## src/rtl/cpu6_bus_arbiter_pkg.sv

```systemverilog
// Shared types for the CPU6 bus arbiter: FSM states, bus owner encoding and
// the read data returned on a timed-out access.
package cpu6_bus_arbiter_pkg;

    typedef enum logic [1:0] {
        IDLE   = 2'd0,
        ACCESS = 2'd1,
        DONE   = 2'd2
    } busState_t;

    typedef enum logic {
        OWNER_CPU = 1'b0,
        OWNER_DMA = 1'b1
    } owner_t;

    localparam logic [7:0] ERR_DATA = 8'hFF;

    // On a tie the port that did not own the last completed access wins.
    function automatic owner_t pickOwner(input logic cpuReq, input logic dmaReq,
                                         input owner_t lastOwner);
        if (cpuReq && dmaReq) begin
            return (lastOwner == OWNER_DMA) ? OWNER_CPU : OWNER_DMA;
        end else if (cpuReq) begin
            return OWNER_CPU;
        end else begin
            return OWNER_DMA;
        end
    endfunction

endpackage

```

## src/rtl/cpu6_bus_timer.sv

```systemverilog
// Access timer: wait-state countdown that saturates at zero, plus a cycle
// counter that flags when an access has run out of time.
module cpu6_bus_timer #(
    parameter int WAIT_STATES = 1,
    parameter int TIMEOUT     = 64
) (
    input  logic clock,
    input  logic reset,
    input  logic load,
    input  logic enable,
    output logic waitDone,
    output logic timeout
);

    localparam int TO_W = (TIMEOUT > 2) ? $clog2(TIMEOUT) : 1;

    logic [3:0]      waitCnt;
    logic [TO_W-1:0] toCnt;

    always_ff @(posedge clock) begin
        if (reset) begin
            waitCnt <= '0;
            toCnt   <= '0;
        end else if (load) begin
            waitCnt <= 4'(WAIT_STATES);
            toCnt   <= '0;
        end else if (enable) begin
            if (waitCnt != 4'd0) begin
                waitCnt <= waitCnt - 4'd1;
            end
            // Holding at the limit keeps the flag stable if the FSM lingers.
            if (!timeout) begin
                toCnt <= toCnt + 1'b1;
            end
        end
    end

    assign waitDone = (waitCnt == 4'd0);
    assign timeout  = (toCnt == TO_W'(TIMEOUT - 1));

endmodule

```

## src/rtl/cpu6_bus_arbiter.sv

```systemverilog
// CPU6 memory bus arbiter: round-robin between CPU and DMA, then sequences the
// granted access through wait states, device ready and timeout.
//
//   state  | meaning
//   IDLE   | bus free, arbitrate and latch the winner's request
//   ACCESS | strobes active, waiting for wait states and mem_ready
//   DONE   | one-cycle ready or err pulse to the owner, grant still held
module cpu6_bus_arbiter
    import cpu6_bus_arbiter_pkg::*;
#(
    parameter int WAIT_STATES = 1,
    parameter int TIMEOUT     = 64
) (
    input  logic        clock,
    input  logic        reset,
    input  logic        cpu_req,
    input  logic        cpu_we,
    input  logic [15:0] cpu_addr,
    input  logic [7:0]  cpu_wdata,
    output logic [7:0]  cpu_rdata,
    output logic        cpu_ready,
    output logic        cpu_err,
    output logic        cpu_grant,
    input  logic        dma_req,
    input  logic        dma_we,
    input  logic [15:0] dma_addr,
    input  logic [7:0]  dma_wdata,
    output logic [7:0]  dma_rdata,
    output logic        dma_ready,
    output logic        dma_err,
    output logic        dma_grant,
    output logic [15:0] mem_addr,
    output logic [7:0]  mem_wdata,
    output logic        mem_re,
    output logic        mem_we,
    input  logic        mem_ready,
    input  logic [7:0]  mem_rdata
);

    busState_t state, stateNext;
    owner_t    owner, lastOwner, reqOwner;
    logic      accWe;
    logic      errFlag;
    logic      grantNow, complete, abort;
    logic      waitDone, timeout;
    logic      busy;

    cpu6_bus_timer #(
        .WAIT_STATES(WAIT_STATES),
        .TIMEOUT    (TIMEOUT)
    ) timer (
        .clock   (clock),
        .reset   (reset),
        .load    (grantNow),
        .enable  (state == ACCESS),
        .waitDone(waitDone),
        .timeout (timeout)
    );

    always_comb begin
        stateNext = state;
        grantNow  = 1'b0;
        complete  = 1'b0;
        abort     = 1'b0;
        reqOwner  = pickOwner(cpu_req, dma_req, lastOwner);
        case (state)
            IDLE: begin
                if (cpu_req || dma_req) begin
                    grantNow  = 1'b1;
                    stateNext = ACCESS;
                end
            end
            ACCESS: begin
                // A device that answers on the last allowed cycle still completes.
                if (waitDone && mem_ready) begin
                    complete  = 1'b1;
                    stateNext = DONE;
                end else if (timeout) begin
                    abort     = 1'b1;
                    stateNext = DONE;
                end
            end
            DONE:    stateNext = IDLE;
            default: stateNext = IDLE;
        endcase
    end

    always_ff @(posedge clock) begin
        if (reset) begin
            state     <= IDLE;
            owner     <= OWNER_CPU;
            lastOwner <= OWNER_DMA;
            accWe     <= 1'b0;
            errFlag   <= 1'b0;
            mem_addr  <= '0;
            mem_wdata <= '0;
            cpu_rdata <= '0;
            dma_rdata <= '0;
        end else begin
            state <= stateNext;
            if (grantNow) begin
                owner <= reqOwner;
                if (reqOwner == OWNER_CPU) begin
                    accWe     <= cpu_we;
                    mem_addr  <= cpu_addr;
                    mem_wdata <= cpu_wdata;
                end else begin
                    accWe     <= dma_we;
                    mem_addr  <= dma_addr;
                    mem_wdata <= dma_wdata;
                end
            end
            if (complete) begin
                errFlag <= 1'b0;
                if (!accWe) begin
                    if (owner == OWNER_CPU) cpu_rdata <= mem_rdata;
                    else                    dma_rdata <= mem_rdata;
                end
            end
            if (abort) begin
                errFlag <= 1'b1;
                if (owner == OWNER_CPU) cpu_rdata <= ERR_DATA;
                else                    dma_rdata <= ERR_DATA;
            end
            if (state == DONE) begin
                lastOwner <= owner;
            end
        end
    end

    assign busy      = (state != IDLE);
    assign cpu_grant = busy && (owner == OWNER_CPU);
    assign dma_grant = busy && (owner == OWNER_DMA);
    assign mem_re    = (state == ACCESS) && !accWe;
    assign mem_we    = (state == ACCESS) && accWe;
    assign cpu_ready = (state == DONE) && !errFlag && (owner == OWNER_CPU);
    assign dma_ready = (state == DONE) && !errFlag && (owner == OWNER_DMA);
    assign cpu_err   = (state == DONE) && errFlag && (owner == OWNER_CPU);
    assign dma_err   = (state == DONE) && errFlag && (owner == OWNER_DMA);

endmodule
```

## config.mk

```make
export PLATFORM = sky130hd
export DESIGN_NAME = cpu6_bus_arbiter
export DESIGN_NICKNAME = d
export VERILOG_FILES = /design/src/rtl/cpu6_bus_arbiter_pkg.sv /design/src/rtl/cpu6_bus_timer.sv /design/src/rtl/cpu6_bus_arbiter.sv
export SDC_FILE = /design/constraint.sdc
export NUM_CORES = 1
export LEC_CHECK = 0
export ABC_AREA = 1
export CORE_UTILIZATION = 40
export CTS_CLUSTER_DIAMETER = 60
export DETAILED_ROUTE_END_ITERATION = 12
export GPL_TIMING_DRIVEN = 1
export PLACE_DENSITY = 0.85
export SYNTH_ARGS = -nofsm -noshare
export SYNTH_HDL_FRONTEND = slang
export SYNTH_SLANG_ARGS = --single-unit
```

## constraint.sdc

```tcl
create_clock -name clock -period 1.35 [get_ports clock]
set_input_delay 0.27 -clock clock [delete_from_list [all_inputs] [get_ports clock]]
set_output_delay 0.27 -clock clock [all_outputs]
set_load 0.01 [all_outputs]
```

Word-level counts from Yosys, hierarchy flattened
Cells that the tools add are included.
- divide/modulo/power cells: 0
- reduce and logical (&&, ||, !) cells: 27
- $lt $le $gt $ge: 0
- multiply operators: 0
- shift operators: 0
- mux-type cells: 32
- bitwise gates (word level): 2
- add/sub/neg operators: 2
- eq/ne operators: 5
- operators with widths (cell ; number):
    8-bit two-way mux ; 11
    1-bit two-way mux ; 16
    16-bit two-way mux ; 1
    1-bit logical AND ; 12
    2-bit AND reduction ; 4
    2-bit nonzero test ; 4
    6-bit by 1-bit adder with 6-bit output (second input constant) ; 1
    6-bit == test (second input constant) ; 1
    2-bit two-way mux ; 3
    4-bit zero test ; 1
    2-bit one-hot mux with 2 select lines ; 1
    4-bit nonzero test ; 1
    4-bit by 1-bit subtractor with 4-bit output (second input constant) ; 1
    3-bit != test (second input constant) ; 1
    2-bit by 1-bit == test with 1-bit output (second input constant) ; 1
    2-bit == test (second input constant) ; 1
    1-bit zero test ; 2
    2-bit zero test ; 1
    2-bit != test (second input constant) ; 1
    1-bit inverter ; 2
    2-bit OR reduction ; 1
    1-bit logical OR ; 1
- bits in latches: 0
- input port bits: 63
- register bits: 56
- output and inout bits: 48
- memory bits (writable): 0
- bits in read-only memories: 0
- memories kept: 0
- logic and storage cells: 80

Longest topological paths before layout
- depth after elaboration: 7
- gate-level depth with buffers: 10

Hierarchy
Synthesis repeated with hierarchy kept, for this count alone.
- cells, all modules: 467
- area, all modules: 2932.8 sq um
- modules (own cells, without submodules) (module ; area an instance (sq um) ; instances ; cells each):
    cpu6_bus_arbiter ; 2351.0 ; 1 ; 379
    cpu6_bus_timer ; 581.8 ; 1 ; 88

Worst setup path after synthesis
OpenSTA, ideal clock, no wires.
- path kind: reg2reg
- start point: reg timer.waitCnt[0]
- end point: reg cpu_rdata[0]
- stages on the path, launching flop included: 10
- path buffers: 1
- arrival: 1.291 ns
- path slack: -0.006 ns
- cells stage by stage: dfxtp_1 > inv_1 > ha_1 > nand3_2 > nor2_4 > buf_6 > nand2_1 > nand2_1 > nor2_1 > nor2_1
- word-level cells in the longest chain between the ends: 7
- RTL lines (element ; RTL line ; source):
    from (decl) ; cpu6_bus_timer.sv:17 ; logic [3:0] waitCnt;
    from (signal assigned) ; cpu6_bus_timer.sv:25 ; waitCnt <= 4'(WAIT_STATES);
    from (signal assigned) ; cpu6_bus_timer.sv:29 ; waitCnt <= waitCnt - 4'd1;
    4-bit zero test * ; cpu6_bus_timer.sv:38 ; assign waitDone = (waitCnt == 4'd0);
    1-bit logical AND * ; cpu6_bus_arbiter.sv:75 ; if (waitDone && mem_ready) begin
    1-bit two-way mux ; cpu6_bus_arbiter.sv:75 ;
    1-bit two-way mux ; cpu6_bus_arbiter.sv:66 ; case (state)
    8-bit two-way mux ; cpu6_bus_arbiter.sv:113 ; if (complete) begin
    8-bit two-way mux ; cpu6_bus_arbiter.sv:122 ; if (owner == OWNER_CPU) cpu_rdata <= ERR_DATA;
    8-bit two-way mux * ; cpu6_bus_arbiter.sv:120 ; if (abort) begin
    to (signal assigned) ; cpu6_bus_arbiter.sv:116 ; if (owner == OWNER_CPU) cpu_rdata <= mem_rdata;
    to (decl) ; cpu6_bus_arbiter.sv:20 ; output logic [7:0] cpu_rdata,
Mark *: on every way between the ends. The rest lies on a longest branch, timed or not.
A chain may end at the register's enable or synchronous reset.

Final worst setup path
- start point: reg state[0]
- end point: reg dma_rdata[5]
- word-level cells in the longest chain between the ends: 5
- RTL lines (element ; RTL line ; source):
    from (decl) ; cpu6_bus_arbiter.sv:40 ; busState_t state, stateNext;
    from (signal assigned) ; cpu6_bus_arbiter.sv:100 ; state <= stateNext;
    2-bit by 1-bit == test with 1-bit output * ; cpu6_bus_arbiter.sv:66 ;
    1-bit two-way mux ; cpu6_bus_arbiter.sv:66 ;
    8-bit two-way mux ; cpu6_bus_arbiter.sv:113 ;
    8-bit two-way mux ; cpu6_bus_arbiter.sv:122 ;
    8-bit two-way mux * ; cpu6_bus_arbiter.sv:120 ;
    to (signal assigned) ; cpu6_bus_arbiter.sv:117 ; else dma_rdata <= mem_rdata;
    to (decl) ; cpu6_bus_arbiter.sv:28 ; output logic [7:0] dma_rdata,
Marked as above.

==> results.md <==
- The worst setup margin is -0.165 ns.
- The synthesized netlist devotes 0.842% of its cell area to adder and majority cells.
- The post-CTS clock slew at the launch and capture registers of the worst setup and hold paths is 0.11 ns.
- The via count of the routed design is 3,558.
- The fmax is 660 MHz.
- The number of diodes added for antenna fixing is 0.
- The xor/xnor share of the synthesized area is 0.884%.
- Data arrives at the worst endpoint at 1.72 ns.
- The number of placed instances, taps included is 671.
- The tightest hold path in the finished design has a slack of 0.463 ns.
- The number of vias per cell is 5.16.
- The power share of the sequential group is 45.4%.
- The leading cell type in the layout, fill and taps excluded is sky130_fd_sc_hd__nand2_1.
- Clock tree synthesis found a total of 56 sinks.
- After synthesis the netlist holds a flip-flop and latch count of 56.
- The internal portion of the total power is 2770 µW.
- Combinational logic burns 31.4% of the power.
- Tracing the worst setup path back leads to its startpoint at state[0].
- The critical setup path kind is reg2reg.
- The startpoint of the most critical hold path is mem_addr[10].
- The TritonCTS clock tree is yes.
- Data on the critical path is required at its endpoint by 1.56 ns.
- For this design the static power due to leakage is 0.00215 µW.
- The die covers 0.00778 mm².
- In this run the cell area measured after placement is 0.00436 mm².
- Across the routed clock network, the largest skew measured is 0.0110 ns.
- The largest family of logic cells by synthesized area is simple AND/OR/NAND/NOR gates.
- After routing the design area is 0.00477 mm².
- Before CTS, the worst setup slack after placement is -0.388 ns.
- Of the total power, the share spent switching nets is 32.6%.
- The synthesis-to-finish area growth is 60.5%.
- The die boundary height is 88.2 µm.
- Subtracting the final worst setup slack from the clock period gives 1.51 ns.
- The number of antenna violations at the first check in global routing is 0.
- The number of instances in the synthesized netlist is 455.
- The count of endpoints failing hold in the final timing report is 0.
- In the finished design, the share of the clock period the worst path needs comes to 112%.
- The power dissipated by switching net loads is 1340 µW.
- The critical path launch point type is a flip-flop.
- The pin count of the biggest net entering global routing is 28.
- The maximum root-to-sink buffer count is 2.
- The worst ir drop on vdd is 0.498 mV.
- The reg-to-reg startpoint is state[0].
- TritonCTS created 5 clock buffers.
- The number of global-route vias before repair is 3,278.
- In the final layout, the share of cells above drive strength 1 is 22.8%.
- The net count of the finished layout is 655.
- The detail route stage leaves a number of antenna-violating nets equal to 0.
- Setup repair after global routing could not meet its margin everywhere.
- The final global-route overflow total is 0.
- The first routing iteration left 136 violations.
- The tightest min-delay check is of the reg2reg type.
- The H-tree generated during clock tree synthesis spans 2 levels.
- The flow ran to the end, but the final reports show violations.
- The first global-routing pass estimated 14.5 mm of wire.
- Headroom to the max-slew limit came out at 75.6%.
- The final layout contains routed wiring with a total length of 9.73 mm.
- The placer congestion estimate is 0.791.
- The transition time at the pin with the least slew margin is 0.365 ns.
- The number of DRC violations after detailed routing is 0.
- The synthesized netlist devotes 36.1% of its cell area to simple gates.
- Across the run, the number of max-cap violations was 0.
- The number of I/O port buffers is 110.
- The number of search-and-repair iterations in the first detailed-routing pass is 4.
- Of all nets on the critical path, the largest fanout is 8.
- In this run the clock root is driven by a sky130_fd_sc_hd__clkbuf_8.
- The delay of the slowest cell on the worst path is 0.38 ns.
- In this run the core area contains 31 standard-cell rows.
- The worst setup path is captured at a flip-flop.
- The top-level port count is 111.
- The estimated wirelength of the detail-placed design is 6.22 mm.
- The share of total power dissipated in the clock network is 23.2%.
- The final setup violation count is 39.
- The finished layout holds 690 standard cells, fillers aside.
- Multiplexer cells account for 0% of the synthesized area.
- The share of the yosys chip area belonging to registers is 37.7%.
- Global routing used 23.4% of the available tracks.
- The horizontal die dimension is 88.2 µm.
- Total power for the finished layout comes to 4110 µW.
- The effective utilization at floorplan is 41.2%.
- The final reports fail on negative setup slack.
- The max-slew violation total from the final report is 0.
- The core box area is 0.00721 mm².
- The average wire per standard cell is 14.1 µm.
- For this design, the slowest cell found on the critical path is sky130_fd_sc_hd__dfxtp_4.
- The Yosys step of the flow raised 0 warnings.
- The distinct cell type count of the synthesized netlist is 28.
- The average size of a mapped cell is 6.53 µm².
- The synthesized cell area is 0.00297 mm².
- Leaving out fill and tap cells, the most frequent cells in the layout are sky130_fd_sc_hd__nand2_1 (168), sky130_fd_sc_hd__clkdlybuf4s50_1 (62), sky130_fd_sc_hd__dfxtp_1 (40), sky130_fd_sc_hd__dlygate4sd2_1 (40).
- Power spread over the standard cell area amounts to 862 mW/mm².
- The post-synthesis net count is 520.
- Walking the worst path, the cells encountered are buf_6 > inv_4 > nor2_4 > nand4_4 > clkbuf_16 > nand2_1 > nand2_1 > nor2_1 > nor2_1.
- The area fraction in compound gates after synthesis is 18.1%.
- At the later pin of the worst-skew pair, clock insertion delay measures 0.32 ns.
[metrics by stage]
stage,util (%),setup TNS (ns)
2_1_floorplan,-,0
3_3_place_gp,60.5,-12.91
3_5_place_dp,60.5,-15.01
4_1_cts,62.5,-0.977
5_1_grt,66.1,-6.82
6_report,66.1,-2.29
[cell usage after synthesis (all sizes together)]
master  instances  share of area, %
nand3b          1              0.25
o211ai         26               6.6
a21oi          35               5.9
o21ai          30               5.2
nor3            2              0.34
buf            16               3.0
nand2         193                25
nand4           1              0.72
inv            17               2.1
dfxtp          56                38
clkbuf          8               1.0
clkinv          1              0.13
xor2            1              0.29
a211oi          2              0.51
nand3           9               2.0
xnor2           2              0.59
nor2           53               8.2
ha              2              0.84
[cells by family (layout without fill, tap and decap cells)]
group | Yosys count | after routing
AOI/OAI and AO/OA | 93 | 93
xor gates and xnor gates | 3 | 3
adders and majority gates | 2 | 2
buffers and inverters | 42 | 178
DFF | 56 | 56
and+or+nand+nor | 259 | 259
[worst max-delay path: cells and delay by family (launching register included)]
kind	cells	cell delay, ns
AND/OR/NAND/NOR	6	0.63
buffers and inverters	3	0.40
flip-flops	1	0.38
[path summary, 6_finish.rpt]
| path | to | slack, ns | cells past startpoint |
|---|---|---|---|
| max | dma_rdata[5] | -0.16 | 9 |
| max reg2reg | dma_rdata[5] | -0.16 | 9 |
| min reg2reg | mem_addr[10] | 0.46 | 2 |
| min | mem_addr[10] | 0.46 | 2 |
[power by group through the flow]
| stage | Clock [µW] | Sequential (µW) | Combinational [µW] |
|---|---|---|---|
| after floorplan | 0 | 1920 | 523 |
| after global placement | 0 | 1880 | 1140 |
| after detailed placement | 0 | 1880 | 1170 |
| after CTS | 966 | 1850 | 1160 |
| after global routing | 1040 | 1880 | 1400 |
| final | 953 | 1870 | 1290 |
[cell type report]
cell class,count,area (µm²)
repair inverters,1,6.26
flip-flops and latches,56,1150
fillers,596,2440
multi-input cells,357,1880
inverters,18,77.6
clock buffers,6,72.6
clock inverters,2,13.8
repair buffers,151,1450
well taps,99,124
[sequential cells by signal, indices dropped and copies added (netlist names)]
register and cells:
accWe 1, cpu_rdata 8, dma_rdata 8, errFlag 1
lastOwner 1, mem_addr 16, mem_wdata 8, owner 1
state 2, timer.toCnt 6, timer.waitCnt 4
[metal layers]
layer	vias up	GRT usage (%)	wire length, µm
met5	-	0	0
met4	0	8.65	200
met3	20	5.37	696
met2	153	41.4	4970
met1	1638	27.5	3860
li1	1747	-	-
[repair_timing]
item	CTS	global route
gates cloned	0	3
pin swaps	9	34
hold buffers	0	0
resized for setup	112	53
endpoints found under the setup margin	96	57
setup buffers	2	6
hold endpoints to repair	0	0
No activity file was read; power rests on OpenSTA's default activity.
